===== src/rtl/audio_fmt_pkg.sv =====
`default_nettype none
// ============================================================================
//  Module   : audio_fmt_pkg
//  Brief    : Shared audio sample-format helpers: saturation limits and the
//             first-stage record of the narrowing pipeline.
//  Revision : 1.0  initial release
// ============================================================================
package audio_fmt_pkg;

    // Container width for the stage-1 value; covers L_WD up to 32 (W = L_WD+2).
    localparam int unsigned c_y_w   = 34;
    // Width used for limit arithmetic; wide enough for any supported S_WD.
    localparam int unsigned c_lim_w = 64;

    // Stage-1 record: rounded/shifted value (sign-extended), signedness, valid.
    typedef struct packed {
        logic signed [c_y_w-1:0] y;
        logic                    is_signed;
        logic                    valid;
    } s1_rec_t;

    // Largest representable value of a width-bit signed or unsigned sample.
    function automatic logic signed [c_lim_w-1:0] sat_max(input int unsigned width,
                                                          input logic        is_signed);
        return is_signed ? ((64'sd1 <<< (width - 1)) - 64'sd1)
                         : ((64'sd1 <<< width) - 64'sd1);
    endfunction

    // Smallest representable value of a width-bit signed or unsigned sample.
    function automatic logic signed [c_lim_w-1:0] sat_min(input int unsigned width,
                                                          input logic        is_signed);
        return is_signed ? (-(64'sd1 <<< (width - 1))) : 64'sd0;
    endfunction

endpackage
`default_nettype wire


===== src/rtl/signed_data_extend.sv =====
`default_nettype none
// ============================================================================
//  Module   : signed_data_extend
//  Brief    : Widens an S_WD-bit sample to L_WD bits, sign- or zero-extending
//             according to signed_i.
//  Revision : 1.0  initial release
// ============================================================================
module signed_data_extend #(
    parameter int unsigned S_WD = 8,
    parameter int unsigned L_WD = 16
) (
    input  logic [S_WD-1:0] data_i,
    input  logic            signed_i,
    output logic [L_WD-1:0] data_o
);

    // Replicate the MSB only for two's-complement input.
    assign data_o = {{(L_WD - S_WD){signed_i & data_i[S_WD-1]}}, data_i};

endmodule
`default_nettype wire


===== src/rtl/signed_data_narrow.sv =====
`default_nettype none
// ============================================================================
//  Module   : signed_data_narrow
//  Brief    : Streaming saturating narrower L_WD -> S_WD with optional
//             right-shift and round-half-up, valid/ready on both sides and a
//             saturating clip counter for gain monitoring.
//  Revision : 1.0  initial release
// ============================================================================
module signed_data_narrow
    import audio_fmt_pkg::*;
#(
    parameter  int unsigned L_WD   = 16,
    parameter  int unsigned S_WD   = 8,
    parameter  int unsigned CNT_WD = 16,
    localparam int unsigned SH_WD  = $clog2(L_WD - S_WD + 1)
) (
    input  logic              clk_i,
    input  logic              rst_ni,
    input  logic [L_WD-1:0]   data_i,
    input  logic              signed_i,
    input  logic [SH_WD-1:0]  shift_i,
    input  logic              round_i,
    input  logic              valid_i,
    output logic              ready_o,
    output logic [S_WD-1:0]   data_o,
    output logic              valid_o,
    input  logic              ready_i,
    input  logic              clr_i,
    output logic              clip_o,
    output logic [CNT_WD-1:0] clip_cnt_o
);

    // Internal width: two guard bits so rounding of an unsigned full-scale
    // value cannot overflow into the sign.
    localparam int unsigned c_w      = L_WD + 2;
    localparam int unsigned c_max_sh = L_WD - S_WD;

    // ------------------------------------------------------------------
    // Stage-1 datapath: widen, round, shift
    // ------------------------------------------------------------------
    logic        [c_w-1:0]   w_x_raw;
    logic        [SH_WD-1:0] w_sh;
    logic signed [c_w-1:0]   w_r;
    logic signed [c_w-1:0]   w_sum;
    logic signed [c_w-1:0]   w_y;

    signed_data_extend #(
        .S_WD (L_WD),
        .L_WD (c_w)
    ) u_extend (
        .data_i   (data_i),
        .signed_i (signed_i),
        .data_o   (w_x_raw)
    );

    // Clamp the shift, add the half-LSB rounding constant, arithmetic shift.
    always_comb begin
        w_sh = (shift_i > SH_WD'(c_max_sh)) ? SH_WD'(c_max_sh) : shift_i;
        w_r  = '0;
        if (round_i && (w_sh != '0)) begin
            w_r[w_sh - SH_WD'(1)] = 1'b1;
        end
        w_sum = $signed(w_x_raw) + w_r;
        w_y   = w_sum >>> w_sh;
    end

    // ------------------------------------------------------------------
    // Handshake: each stage advances when empty or when its successor does
    // ------------------------------------------------------------------
    s1_rec_t             s1_q, s1_d;
    logic [S_WD-1:0]     data_q, data_d;
    logic                valid_q, valid_d;
    logic                clip_q, clip_d;
    logic [CNT_WD-1:0]   cnt_q, cnt_d;

    logic w_s1_adv;
    logic w_s1_load;
    logic w_accept;

    assign w_s1_adv  = !valid_q | ready_i;
    assign w_s1_load = !s1_q.valid | w_s1_adv;
    assign ready_o   = rst_ni & w_s1_load;
    assign w_accept  = valid_i & ready_o;

    // Next stage-1 record: capture the sample and its controls on accept.
    always_comb begin
        s1_d = s1_q;
        if (w_s1_load) begin
            s1_d.valid = w_accept;
            if (w_accept) begin
                s1_d.y         = c_y_w'(w_y);
                s1_d.is_signed = signed_i;
            end
        end
    end

    // ------------------------------------------------------------------
    // Stage-2 datapath: clamp to the output range and detect clipping
    // ------------------------------------------------------------------
    logic signed [c_y_w-1:0]   w_y1;
    logic signed [c_lim_w-1:0] w_y_ext;
    logic signed [c_lim_w-1:0] w_max;
    logic signed [c_lim_w-1:0] w_min;
    logic        [S_WD-1:0]    w_sat;
    logic                      w_clamp;
    logic                      w_clip_evt;
    logic        [CNT_WD-1:0]  w_cnt_base;

    assign w_y1    = $signed(s1_q.y);
    assign w_y_ext = {{(c_lim_w - c_y_w){w_y1[c_y_w-1]}}, w_y1};
    assign w_max   = sat_max(S_WD, s1_q.is_signed);
    assign w_min   = sat_min(S_WD, s1_q.is_signed);

    // Saturate against the format limits and flag when the clamp fires.
    always_comb begin
        w_sat   = w_y_ext[S_WD-1:0];
        w_clamp = 1'b0;
        if (w_y_ext > w_max) begin
            w_sat   = w_max[S_WD-1:0];
            w_clamp = 1'b1;
        end else if (w_y_ext < w_min) begin
            w_sat   = w_min[S_WD-1:0];
            w_clamp = 1'b1;
        end
    end

    assign w_clip_evt = w_s1_adv & s1_q.valid & w_clamp;
    assign w_cnt_base = clr_i ? '0 : cnt_q;

    // Output register and clip bookkeeping; clear applies before counting.
    always_comb begin
        data_d  = data_q;
        valid_d = valid_q;
        if (w_s1_adv) begin
            valid_d = s1_q.valid;
            if (s1_q.valid) begin
                data_d = w_sat;
            end
        end
        cnt_d = w_cnt_base;
        if (w_clip_evt && (w_cnt_base != '1)) begin
            cnt_d = w_cnt_base + CNT_WD'(1);
        end
        clip_d = (clip_q & !clr_i) | w_clip_evt;
    end

    // All pipeline and status state, cleared asynchronously.
    always_ff @(posedge clk_i or negedge rst_ni) begin
        if (!rst_ni) begin
            s1_q    <= '0;
            data_q  <= '0;
            valid_q <= 1'b0;
            clip_q  <= 1'b0;
            cnt_q   <= '0;
        end else begin
            s1_q    <= s1_d;
            data_q  <= data_d;
            valid_q <= valid_d;
            clip_q  <= clip_d;
            cnt_q   <= cnt_d;
        end
    end

    assign data_o     = data_q;
    assign valid_o    = valid_q;
    assign clip_o     = clip_q;
    assign clip_cnt_o = cnt_q;

endmodule
`default_nettype wire

===== config.mk =====
export PLATFORM = sky130hd
export DESIGN_NAME = signed_data_narrow
export DESIGN_NICKNAME = d
export VERILOG_FILES = /design/src/rtl/audio_fmt_pkg.sv /design/src/rtl/signed_data_extend.sv /design/src/rtl/signed_data_narrow.sv
export SDC_FILE = /design/constraint.sdc
export NUM_CORES = 1
export LEC_CHECK = 0
export ABC_AREA = 0
export CORE_ASPECT_RATIO = 0.5
export CORE_UTILIZATION = 52
export DETAILED_ROUTE_END_ITERATION = 10
export GPL_ROUTABILITY_DRIVEN = 0
export PLACE_DENSITY = 0.8
export RECOVER_POWER = 100
export SLEW_MARGIN = 10
export SYNTH_ARGS = -nofsm -noshare
export SYNTH_HDL_FRONTEND = slang
export SYNTH_HIERARCHICAL = 1
export SYNTH_SLANG_ARGS = --single-unit

===== constraint.sdc =====
create_clock -name clk_i -period 2.5 [get_ports clk_i]
set_clock_uncertainty 0.15 [all_clocks]
set_input_delay 0.375 -clock clk_i [delete_from_list [all_inputs] [get_ports clk_i]]
set_output_delay 0.375 -clock clk_i [all_outputs]
set_load 0.01 [all_outputs]

==> impl_metrics.yaml <==
status:
  status: "finished, violations left"
  violations: "setup timing"
die:
  num_io_pins: 54
  row_count: 23
  die-area_sq_um: 8970
  core_sq_um: 8140
  die_y_um: 67.5
  start_util_pct: 54.7
  fp.dieW_um: 133
synth:
  synth_area_per_cell_sq_um: 7.90
  synth_enable_flop_cells: 0
  ys_ff_latch: 46
  ys_types: 70
  ys.flop_type: "dfrtp_1"
  async_flop_share_pct: 100
  syn_area_sq_um: 4460
  ys_seq_area_share_pct: 25.8
  syn_inst: 564
  yosys_warnings: 6
sta:
  fmax_mhz: 329
  tightest_slew_ps: 926
  rsz0062_at_grt: "true"
  period_share_pct: 122
  fin_crit_ps: 3040
  maxSlewHeadroom_pct: 38.3
  slew_viol_final: 0
  finalSetupViolations: 32
  timing.final.ws_setup_ps: -539
  final_hold_viol_count: 0
power_and_ir_drop:
  p_sw_uw: 1220
  internal_power_uw: 2070
  ir_drop_mv: 0.300
  sw_frac_of_total_pct: 37.0
  p_comb_share_pct: 48.2
  pwr-share-seq_pct: 29.0
  p_leak_uw: 0.00292
  power-per-cell-area_nw_per_um2: 491
  p_clk_share_pct: 22.7
place:
  pre_cts_slack_ps: -1350
  port_buffers: 53
  dp.cells: 800
  place_hpwl_mm: 10.2
job:
  cap_viol_max_count: 0
drt:
  dr.pass1.iters: 5
  vias: 5245
  avgViaCountPerCell: 6.34
  antenna_left: 0
  wire_per_inst_um: 18.4
  drc_errors: 0
  dr.first_iter.drc_count: 466
  totalWireLength_mm: 15.2
clock_network:
  h-tree-depth: 2
  cts_sinks: 46
  clock_latency_ps: 290
  cts_buffers: 5
  path_clk_slew_ps: 60
  cts_tree: "yes"
  cts_root_buf: "clkbuf_16"
  cts_buffer_depth: 2
global_route:
  grt_pass1_wl_mm: 23.0
  grt_pass1_vias: 4786
  antenna_found_initial: 0
  grtUsageMet1_pct: 40.3
  busiest_layer: "met2"
  grt_overflow_total: 0
  grt_max_degree: 38
  use_met3_pct: 4.58
  grtUsageMet2_pct: 56.9
  grt_usage_pct: 32.3
layout:
  final_util_pct: 82.3
  synthToLayoutAreaGrowth_pct: 50.5
  drive_gt1_share_pct: 35.7
  finalNonFillerCells: 827
  antennaDiodeCount: 0
  fin_nets: 771
worst_setup_path:
  path_max_fanout: 3
  worst_ep_required_time_ps: 2510
  critPathKind: "in2reg"
  cp-start-kind: "primary input"
  cp_data_arrival_time_ps: 3050
  endpoint_kind: "flip-flop"
hold_path:
  min_path_type: "reg2reg"
[logic make-up (layout without fill, tap and decap cells)]
logic type | after synthesis | after routing | synth area share (%)
compound gates | 175 | 175 | 27.6
xor+xnor | 21 | 21 | 4.13
fa+ha+maj | 30 | 30 | 8.59
buf+inv | 64 | 207 | 7.16
flops | 46 | 46 | 25.8
mux | 11 | 11 | 3.06
other cells | 1 | 8 | 0.0841
simple gates | 216 | 217 | 23.5
[worst max-delay path: stages]
cell and delay [ps]:
buf_6 100, clkinvlp_4 110, nand2_4 60, or3_4 380, fa_2 380, nor2b_4 150
o2111ai_4 150, nand3b_1 210, xor2_2 130, mux4_2 500, a221o_1 310, o21ai_1 90
o31ai_1 100
[cells in the final DEF, fill, tap and decap left out, drive strengths merged, types with 16 or more instances in the layout]
| master | count |
|---|---|
| a21oi | 40 |
| buf | 127 |
| clkdlybuf4s50 | 18 |
| dfrtp | 46 |
| dlygate4sd3 | 28 |
| ha | 29 |
| inv | 16 |
| nand2 | 61 |
| nand3 | 18 |
| nor2 | 58 |
| o211ai | 16 |
| o21ai | 40 |
[final cells by class]
cell class	instances	area [sq um]
well taps	112	140
flip-flops and latches	46	1150
repair buffers	181	1530
inverters	18	90.1
fillers	471	1440
multi-input cells	462	3630
clock inverters	2	37.5
clock buffers	6	129
[per-layer routing]
metal / up-vias / wire (um) / share of wire [%]
met4: 0 / 697 / 4.6
met2: 327 / 7150 / 47
met3: 99 / 1090 / 7.2
met1: 2473 / 6260 / 41
met5: - / 0 / 0
li1: 2346 / - / -
[worst paths after layout]
check / from / cells past startpoint / end / slack [ps]
setup / recovery: shift_i[2] / 13 / w_y1[3] / -540
hold / removal: data_o[4] / 2 / data_o[4] / 320
setup reg to reg: s1_q[1] / 11 / clip_cnt_o[7] / -110
hold reg to reg: data_o[4] / 2 / data_o[4] / 320
max in group asynchronous: rst_ni / 3 / clip_cnt_o[1] / 320
min in group asynchronous: rst_ni / 2 / w_y1[7] / 510
[registers in the layout, summed over array words and instances, names as in the netlist]
signal	count
clip_cnt_o	16
data_o	8
s1_q	2
clip_o	1
w_y1	18
valid_o	1
[cell usage after synthesis, drive strengths merged, types with 7 or more instances]
cell type,instances,share of area (%)
nor2,58,5.1
o21ai,40,4.5
o21a,7,1.2
a211oi,7,1.3
xnor2,12,2.4
o211ai,16,2.7
nand2,61,5.1
ha,29,8.1
nand2b,13,1.8
o31ai,8,1.7
mux2i,8,1.8
nand3,17,1.9
a21o,8,1.5
a21oi,40,4.8
inv,18,1.5
xor2,9,1.8
clkbuf,21,1.8
a31oi,11,1.5
dfrtp,46,26
buf,25,3.9
and3,8,1.2
nor3,15,1.7
nand4,8,1.1
[what timing repair did]
item / 4_1_cts / 5_1_grt
endpoints found under the setup margin: 31 / 42
hold buffers: 1 / 0
endpoints found under the hold margin: 9 / 0
gates resized for setup: 74 / 61
cloned: 1 / 0
buffers inserted: 13 / 5
pin swaps: 49 / 47
[stage by stage]
stage / total power (uW) / hold slack, ps / cell area [sq um] / setup TNS, ps
final: 3300 / 324 / 6710 / -9000
after global placement: 2230 / 107 / 5850 / -24230
after floorplan: 1710 / -70.6 / 4670 / -9830
after detailed placement: 2280 / 110 / 5850 / -25770
after global routing: 3470 / 366 / 6710 / -13080
after CTS: 3150 / 333 / 6440 / -8060
[power groups by stage]
stage               logic (uW)  clock network [uW]  registers (uW)
floorplan                  742                   0             969
global placement          1270                   0             957
detailed placement        1320                   0             966
CTS                       1440                 754             954
global route              1700                 796             969
finish                    1590                 749             957
(Power assumes the default switching activity.)
